[src/rtl/prog_clock_divider.sv]
// prog_clock_divider: programmable divider emitting a square wave or per-period tick,
// with shadowed divisor updates applied only at period boundaries, pause and phase resync.
module prog_clock_divider #(
    parameter int WIDTH     = 8,
    parameter int RESET_DIV = 0
) (
    input  logic             clk,
    input  logic             rst,
    input  logic             en,
    input  logic             mode,
    input  logic             sync_clr,
    input  logic [WIDTH-1:0] div_in,
    input  logic             div_load,
    output logic             clk_out,
    output logic             tick,
    output logic [WIDTH-1:0] count,
    output logic [WIDTH-1:0] div_active,
    output logic             div_pending
);
    typedef enum logic [1:0] {IDLE, RUN, PAUSE} state_t;
    state_t           r_state, w_state;
    logic [WIDTH-1:0] r_count, r_div, r_shadow;
    logic [WIDTH-1:0] w_count, w_div, w_shadow, w_next_div;
    logic             r_pending, r_tick, r_clk;
    logic             w_pending, w_tick, w_clk, w_boundary;
    logic [WIDTH:0]   w_half;
    assign w_next_div = div_load ? div_in : (r_pending ? r_shadow : r_div);
    assign w_boundary = sync_clr || (en && r_count == r_div - 1'b1);
    always_comb begin
        w_state   = r_state;
        w_count   = r_count;
        w_div     = r_div;
        w_shadow  = r_shadow;
        w_pending = r_pending;
        w_tick    = 1'b0;
        if (r_state == IDLE) begin
            w_div = div_load ? div_in : r_div;
            if (en && w_div != '0) begin
                w_state = RUN;
                w_count = '0;
                w_tick  = 1'b1;
            end
        end else if (w_boundary) begin
            w_div     = w_next_div;
            w_pending = 1'b0;
            w_count   = '0;
            w_state   = (w_next_div == '0) ? IDLE : (en ? RUN : PAUSE);
            w_tick    = en && w_next_div != '0;
        end else begin
            w_shadow  = div_load ? div_in : r_shadow;
            w_pending = r_pending || div_load;
            w_count   = en ? r_count + 1'b1 : r_count;
            w_state   = en ? RUN : PAUSE;
        end
    end
    // high half rounds up so odd divisors get the extra high cycle
    assign w_half = ({1'b0, w_div} + 1'b1) >> 1;
    assign w_clk  = (w_state != IDLE) && (mode ? ({1'b0, w_count} < w_half) : w_tick);
    always_ff @(posedge clk or posedge rst) begin
        if (rst) begin
            r_state   <= IDLE;
            r_count   <= '0;
            r_div     <= WIDTH'(RESET_DIV);
            r_shadow  <= '0;
            r_pending <= 1'b0;
            r_tick    <= 1'b0;
            r_clk     <= 1'b0;
        end else begin
            r_state   <= w_state;
            r_count   <= w_count;
            r_div     <= w_div;
            r_shadow  <= w_shadow;
            r_pending <= w_pending;
            r_tick    <= w_tick;
            r_clk     <= w_clk;
        end
    end
    assign clk_out     = r_clk;
    assign tick        = r_tick;
    assign count       = r_count;
    assign div_active  = r_div;
    assign div_pending = r_pending;
endmodule

[config.mk]
export PLATFORM = sky130hd
export DESIGN_NAME = prog_clock_divider
export DESIGN_NICKNAME = d
export VERILOG_FILES = /design/src/rtl/prog_clock_divider.sv
export SDC_FILE = /design/constraint.sdc
export NUM_CORES = 1
export LEC_CHECK = 0
export CAP_MARGIN = 20
export CORE_AREA = 5 5 72 74
export CTS_BUF_LIST = sky130_fd_sc_hd__clkbuf_4 sky130_fd_sc_hd__clkbuf_8
export DETAILED_ROUTE_END_ITERATION = 8
export DIE_AREA = 0 0 77 79
export PLACE_DENSITY = 0.81
export SYNTH_ARGS = -nofsm -noshare
export SYNTH_HDL_FRONTEND = slang
export SYNTH_SLANG_ARGS = --single-unit
[constraint.sdc]
create_clock -name clk -period 5.55 [get_ports clk]
set_input_delay 1.11 -clock clk [delete_from_list [all_inputs] [get_ports clk]]
set_output_delay 1.11 -clock clk [all_outputs]
set_load 0.01 [all_outputs]
### After elaboration in Yosys (flattened, before gate mapping)

Index checks and enable logic that the tools add are counted.

| word-level totals | value |
|---|---|
| bits in latches | 0 |
| input port bits | 14 |
| RAM bits | 0 |
| memories kept | 0 |
| logic and storage cells | 45 |
| register bits after elaboration | 29 |
| output and inout port bits | 19 |
| bits in read-only memories | 0 |

| cells by class | value |
|---|---|
| equality and inequality tests | 1 |
| add/sub/neg operators | 3 |
| mux-type cells | 19 |
| reduce and logical (&&, ||, !) cells | 12 |
| div/mod/pow operators | 0 |
| multipliers | 0 |
| bitwise logic cells | 2 |
| shifts and indexed selects | 0 |
| magnitude comparators | 1 |

Operators by type and width:

| operator | count |
|---|---|
| $mux W8 | 9 |
| $reduce_bool A8 Y1 | 2 |
| $mux W2 | 5 |
| $add A8 B1 Y9 const B | 1 |
| $add A8 B1 Y8 const B | 1 |
| $eq A8 B8 Y1 | 1 |
| $logic_not A8 Y1 | 1 |
| $lt A8 B8 Y1 | 1 |
| $sub A8 B1 Y8 const B | 1 |
| $mux W1 | 5 |
| $logic_and A1 B1 Y1 | 4 |
| $reduce_and A3 Y1 | 1 |
| $logic_not A2 Y1 | 1 |
| $logic_or A1 B1 Y1 | 2 |
| $not A1 Y1 | 2 |
| $reduce_bool A2 Y1 | 1 |

### Logic depth before layout (Yosys ltp)

| depth | value |
|---|---|
| depth in word-level cells | 10 |
| gate-level depth with buffers | 20 |
| mapped depth without buffers | 18 |

### Worst setup path after synthesis

No wires, ideal clock.

| timing path | value |
|---|---|
| path kind | input port to flip-flop |
| start | in div_load |
| end | reg r_clk, in the netlist clk_out |
| library setup time | 0.079 ns |
| stages on the path | 14 |
| slack | 1.696 ns |
| data arrival time | 3.775 ns |
| required time | 5.471 ns |
| path buffers | 1 |
| cells stage by stage | clkbuf_1 > inv_2 > or4_1 > o22ai_1 > a21boi_0 > nor2_1 > o21ai_0 > o31ai_1 > ha_1 > a21o_1 > a211o_1 > a221oi_1 > o21ai_1 > a2bb2oi_1 |

| between the ends | value |
|---|---|
| longest elaborated chain between the ends | 8 |
| elaborated cells between the ends (all ways) | 23 |
| those cells by class | add/sub (1); order compare (1); mux (14); reduce/logical (7) |

RTL lines:

| what | line | text |
|---|---|---|
| start, declared | 13 | `input logic div_load,` |
| $mux W8 | 37 | `w_div = div_load ? div_in : r_div;` |
| $reduce_bool A8 Y1 | 38 | `if (en && w_div != '0) begin` |
| $logic_and A1 B1 Y1 | 38 |  |
| $mux W8 | 38 |  |
| $mux W8 | 36 | `if (r_state == IDLE) begin` |
| via w_count[2] | 23 | `logic [WIDTH-1:0] w_count, w_div, w_shadow, w_next_div;` |
| $lt A8 B8 Y1 | 58 | `assign w_clk = (w_state != IDLE) && (mode ? ({1'b0, w_count} < w_half) : w_tick);` |
| $mux W1 | 58 |  |
| $logic_and A1 B1 Y1 | 58 |  |
| via w_clk | 25 | `logic w_pending, w_tick, w_clk, w_boundary;` |
| end signal, assigned | 75 | `r_clk <= w_clk;` |
| end, declared | 24 | `logic r_pending, r_tick, r_clk;` |

The timed path passes the listed nets, and every way through them passes these cells.
A chain may end at the register's enable or synchronous reset.

### Worst setup path in the final report

| timing path | value |
|---|---|
| start | in en |
| end | reg r_clk, in the netlist clk_out |

| between the ends | value |
|---|---|
| longest elaborated chain between the ends | 8 |
| elaborated cells between the ends (all ways) | 23 |
| those cells by class | add/sub (1); order compare (1); mux (15); reduce/logical (6) |

RTL lines:

| what | line | text |
|---|---|---|
| start, declared | 9 | `input logic en,` |
| $logic_and A1 B1 Y1 | 28 | `assign w_boundary = sync_clr \|\| (en && r_count == r_div - 1'b1);` |
| $logic_or A1 B1 Y1 | 28 |  |
| $mux W8 | 43 | `end else if (w_boundary) begin` |
| $mux W8 | 36 |  |
| via w_div[2] | 23 |  |
| $add A8 B1 Y9 | 57 | `assign w_half = ({1'b0, w_div} + 1'b1) >> 1;` |
| $lt A8 B8 Y1 | 58 |  |
| $mux W1 | 58 |  |
| $logic_and A1 B1 Y1 | 58 |  |
| via w_clk | 25 |  |

The timed path passes the listed nets, and every way through them passes these cells.

==> results by stage <==
Timing:
- The setup-violating endpoint count in the final report is 0.
- The final critical path time including I/O delays and setup is 4.44 ns.
- Across all hold checks on the routed design, the worst slack comes to roughly 0.5 ns.
- The number of hold violations in the final report is 0.
- The worst path setup slack after routing is between 1 and 1.5 ns.
- The period utilization is approximately 80%.
- The max-slew violation count was 0.
- In the final timing run, aggregate negative setup slack is 0 ns.
- Based on the critical path, the design can be clocked at up to approximately 230 MHz.
- The slew at the pin closest to its max-slew limit is roughly 0.62 ns.
- Setup repair after global routing left no endpoint under its margin.
- Across the routed clock network, the largest skew measured is around 0.0060 ns.
- The worst slew slack as a fraction of its limit is 57.3%.

Global routing:
- The via count of the first global-routing pass is between 1.5k and 2k.
- The global-route wire length before repair is approximately 9400 µm.
- The number of antenna violations at the first check in global routing is 0.
- Across every metal layer, demand over resource in global routing totals between 10% and 20%.
- Entering global routing, the biggest net connects 24 pins.
- The total grt overflow is 0.

Job:
- The number of violations of the max-capacitance limit is 0.

Clocking:
- Clock-pin slew was measured on the worst setup and hold paths at 0.06 ns.
- The cts-stage hold buffer count is 0.
- Post-CTS timing repair inserted 0 buffers for setup.
- The longest clock path from root to sink contains 2 buffers.
- The latest clock arrival within the worst-skew pair is roughly 0.28 ns.
- The library cell used as clock root buffer is sky130_fd_sc_hd__clkbuf_8.
- In this run, post-CTS repair resized a total of 0 instances.
- In this run, CTS created clock tree buffers numbering 5.
- For this design, the sink count on the clock tree is 29.
- TritonCTS built the clock tree.
- In this run the number of H-tree levels came out at 2.

Cells and area:
- The area added between synthesis and finish is 21.0%.
- Fill cells in the final layout number slightly above 400.
- For this run, the post-layout net count is between 200 and 300.
- The repair_antennas step left the layout with diodes totalling 0.
- The share of layout cells above drive strength 1 is 12.5%.

Synth:
- Counting distinct cell types in the post-synthesis netlist gives between 60 and 70.
- The synthesized design contains 0 enable-type register cells.
- A synthesized cell averages about 9.3 µm².
- The synthesized design contains 29 register bits.
- The share of async-settable or async-resettable flops after synthesis is 100%.
- The adder-cell share of the synthesized area is around 5.8%.
- The most used flip-flop cell after synthesis is sky130_fd_sc_hd__dfrtp_1.
- Summing the areas of all compound-gate instances in the mapped netlist gives 20.9% of the synthesized area.
- The total nets after synthesis is between 200 and 300.
- The number of warnings reported in the yosys synthesis log is 0.
- After synthesis, the largest area contributor takes up between 30% and 40% of total cell area.
- The multiplexer fraction of the synthesized cell area is roughly 7.4%.
- The cell count after synthesis came out at ~230.
- The sequential area share after synthesis is between 30 and 40%.
- In the synthesized netlist, the cells that appear most often are sky130_fd_sc_hd__dfrtp_1 (29), sky130_fd_sc_hd__nor2_1 (22), sky130_fd_sc_hd__o21ai_0 (13), sky130_fd_sc_hd__a21oi_1 (12), sky130_fd_sc_hd__nand2_1 (11).
- After synthesis, the largest family of logic cells by area is simple AND/OR/NAND/NOR gates.
- In the post-synthesis netlist, the biggest area contributors are sky130_fd_sc_hd__dfrtp_1 (33%), sky130_fd_sc_hd__ha_1 (5.8%), sky130_fd_sc_hd__mux2_2 (4.1%).
- The cell type contributing the most total cell area after synthesis is sky130_fd_sc_hd__dfrtp_1.
- The synthesized-area fraction occupied by xor and xnor cells is under 10%.
- After synthesis the cells add up to between 2000 and 2500 µm².
- Of the total synthesized cell area, the portion taken by AND, OR, NAND and NOR gates is around 22%.
- The most repeated cell in the gate-level netlist after synthesis is sky130_fd_sc_hd__dfrtp_1.

Critical path:
- The data required time of the critical path is roughly 5.8 ns.
- The worst setup path is launched from an input port.
- In this run the worst path has a maximum fanout of 11.
- The critical path capture point type is a flip-flop.
- The critical setup path kind is in -> reg.
- The endpoint arrival time on the critical path is 4.64 ns.

Floorplanning:
- The top-level port count is 33.
- For this configuration, the core starts out at a cell density of about 48%.
- The floorplan step set the die height to between 70 and 80 µm.
- The area of the core is ~4500 µm².
- The floorplan step set the die width to ~77 µm.
- The die covers ~6000 µm².
- The number of rows in the core area is 25.

Run status:
- The flow ran to the end, and the final reports show no timing, DRC or antenna violations.

Detailed routing:
- The detail-routed net length per standard cell is 18.3 µm.
- The number of DRC violations after detailed-routing iteration 0 is around 230.
- The count of nets left with antenna violations once routing finished came out at 0.
- Wires add up to 5840 µm.
- After detailed routing, the number of remaining DRC violations is 0.
- For this run, the detailed router's first-pass iteration total came to 5.
- The average vias per placed instance is roughly 6.3.
- The vias after detailed routing is about 2.0k.

Power and ir drop:
- The analysis attributes to cell leakage a power of ~1.1 nW.
- Power spread over the standard cell area amounts to roughly 360 nW/µm².
- Across the VDD grid, the largest voltage drop is 0.226 mV.

Placed design:
- Buffers placed on the I/O ports in this run total 32.
- The detailed-placement wirelength estimate is between 4000 and 5000 µm.
- The pre-CTS setup slack is about 0.85 ns.
- At the end of routability-driven placement, the weighted congestion stood at between 1 and 1.5.

Min path:
- The min-delay analysis places its worst path in the category reg -> reg.
## logic make-up after synthesis
family / Yosys count
compound gates: 63
xor+xnor: 13
fa+ha+maj: 10
buf+inv: 20
flops: 29
mux: 15
simple gates: 84
## layout make-up
type / count / area (µm²) / share of cell area, %
Clock inverter: 1 / 5.00 / 0.190
Multi-Input combinational cell: 185 / 1350 / 51.3
Inverter: 9 / 33.8 / 1.28
Tap cell: 54 / 67.6 / 2.57
Timing Repair Buffer: 34 / 355 / 13.5
Sequential cell: 29 / 726 / 27.6
Clock buffer: 7 / 96.3 / 3.66
## placed cells by master (no fill, tap or decap), types with 4 or more instances in the layout
cell and n:
sky130_fd_sc_hd__a21oi_1 12, sky130_fd_sc_hd__and3_1 6, sky130_fd_sc_hd__clkbuf_8 7, sky130_fd_sc_hd__clkdlybuf4s50_1 32
sky130_fd_sc_hd__dfrtp_1 29, sky130_fd_sc_hd__ha_1 10, sky130_fd_sc_hd__inv_1 8, sky130_fd_sc_hd__mux2_2 8
sky130_fd_sc_hd__mux2i_1 7, sky130_fd_sc_hd__nand2_1 11, sky130_fd_sc_hd__nand3_1 9, sky130_fd_sc_hd__nor2_1 22
sky130_fd_sc_hd__nor2b_1 5, sky130_fd_sc_hd__o21ai_0 13, sky130_fd_sc_hd__o21ai_1 4, sky130_fd_sc_hd__o221a_2 5
sky130_fd_sc_hd__or3_1 4, sky130_fd_sc_hd__xnor2_1 9
## stage by stage
step / util (%) / area [µm²] / power, mW / cells
floorplan: - / 2180 / 0.622 / 234
global placement: 55.2 / 2500 / 0.744 / 310
detailed placement: 55.8 / 2530 / 0.756 / 311
CTS: 58.1 / 2630 / 0.956 / 319
global route: 58.1 / 2630 / 1.02 / 319
finish: 58.1 / 2630 / 0.956 / 319
## flip-flops by register name, indices dropped and copies added, names as in the netlist
register and flops:
clk_out 1, count 8, div_active 8, div_pending 1, r_shadow 8, r_state 2, tick 1
## critical path, stage by stage
cell	delay [ns]
sky130_fd_sc_hd__clkdlybuf4s50_1	0.68
sky130_fd_sc_hd__o2111ai_1	0.19
sky130_fd_sc_hd__a2111oi_0	0.51
sky130_fd_sc_hd__o21ai_1	0.25
sky130_fd_sc_hd__o221a_2	0.38
sky130_fd_sc_hd__and3_1	0.18
sky130_fd_sc_hd__xnor2_1	0.12
sky130_fd_sc_hd__ha_1	0.29
sky130_fd_sc_hd__a21o_1	0.16
sky130_fd_sc_hd__a211o_1	0.28
sky130_fd_sc_hd__a221oi_1	0.23
sky130_fd_sc_hd__o21ai_1	0.11
sky130_fd_sc_hd__a2bb2oi_1	0.14
## path summary, 6_finish.rpt
path | from | end | slack [ns] | cells after the start
worst max register to register | div_active[0]$_DFF_PP0_ | clk_out$_DFF_PP0_ | 1.28 | 16
worst min register to register | r_shadow[1]$_DFFE_PP0P_ | r_shadow[1]$_DFFE_PP0P_ | 0.51 | 1
max in group asynchronous | rst | count[1]$_DFF_PP0_ | 4.02 | 3
worst min-delay path | r_shadow[1]$_DFFE_PP0P_ | r_shadow[1]$_DFFE_PP0P_ | 0.51 | 1
worst max-delay path | en | clk_out$_DFF_PP0_ | 1.11 | 13
min in group asynchronous | rst | r_shadow[3]$_DFFE_PP0P_ | 1.09 | 2
## report_power, final
| group | internal (mW) | switching, mW |
|---|---|---|
| clock | 0.112 | 0.0830 |
| sequential | 0.258 | 0.0862 |
| combinational | 0.207 | 0.210 |
| total | 0.577 | 0.379 |
## layer usage
layer  wire length, µm  GRT usage, %  vias up  share of wire, %
li1                  -             -      944                 -
met1              2540          25.9      957                44
met2              2760          30.6       89                47
met3               430          4.20       11               7.4
met4               101          7.39        0               1.7
met5                 0             0        -                 0
(Power assumes the default switching activity.)
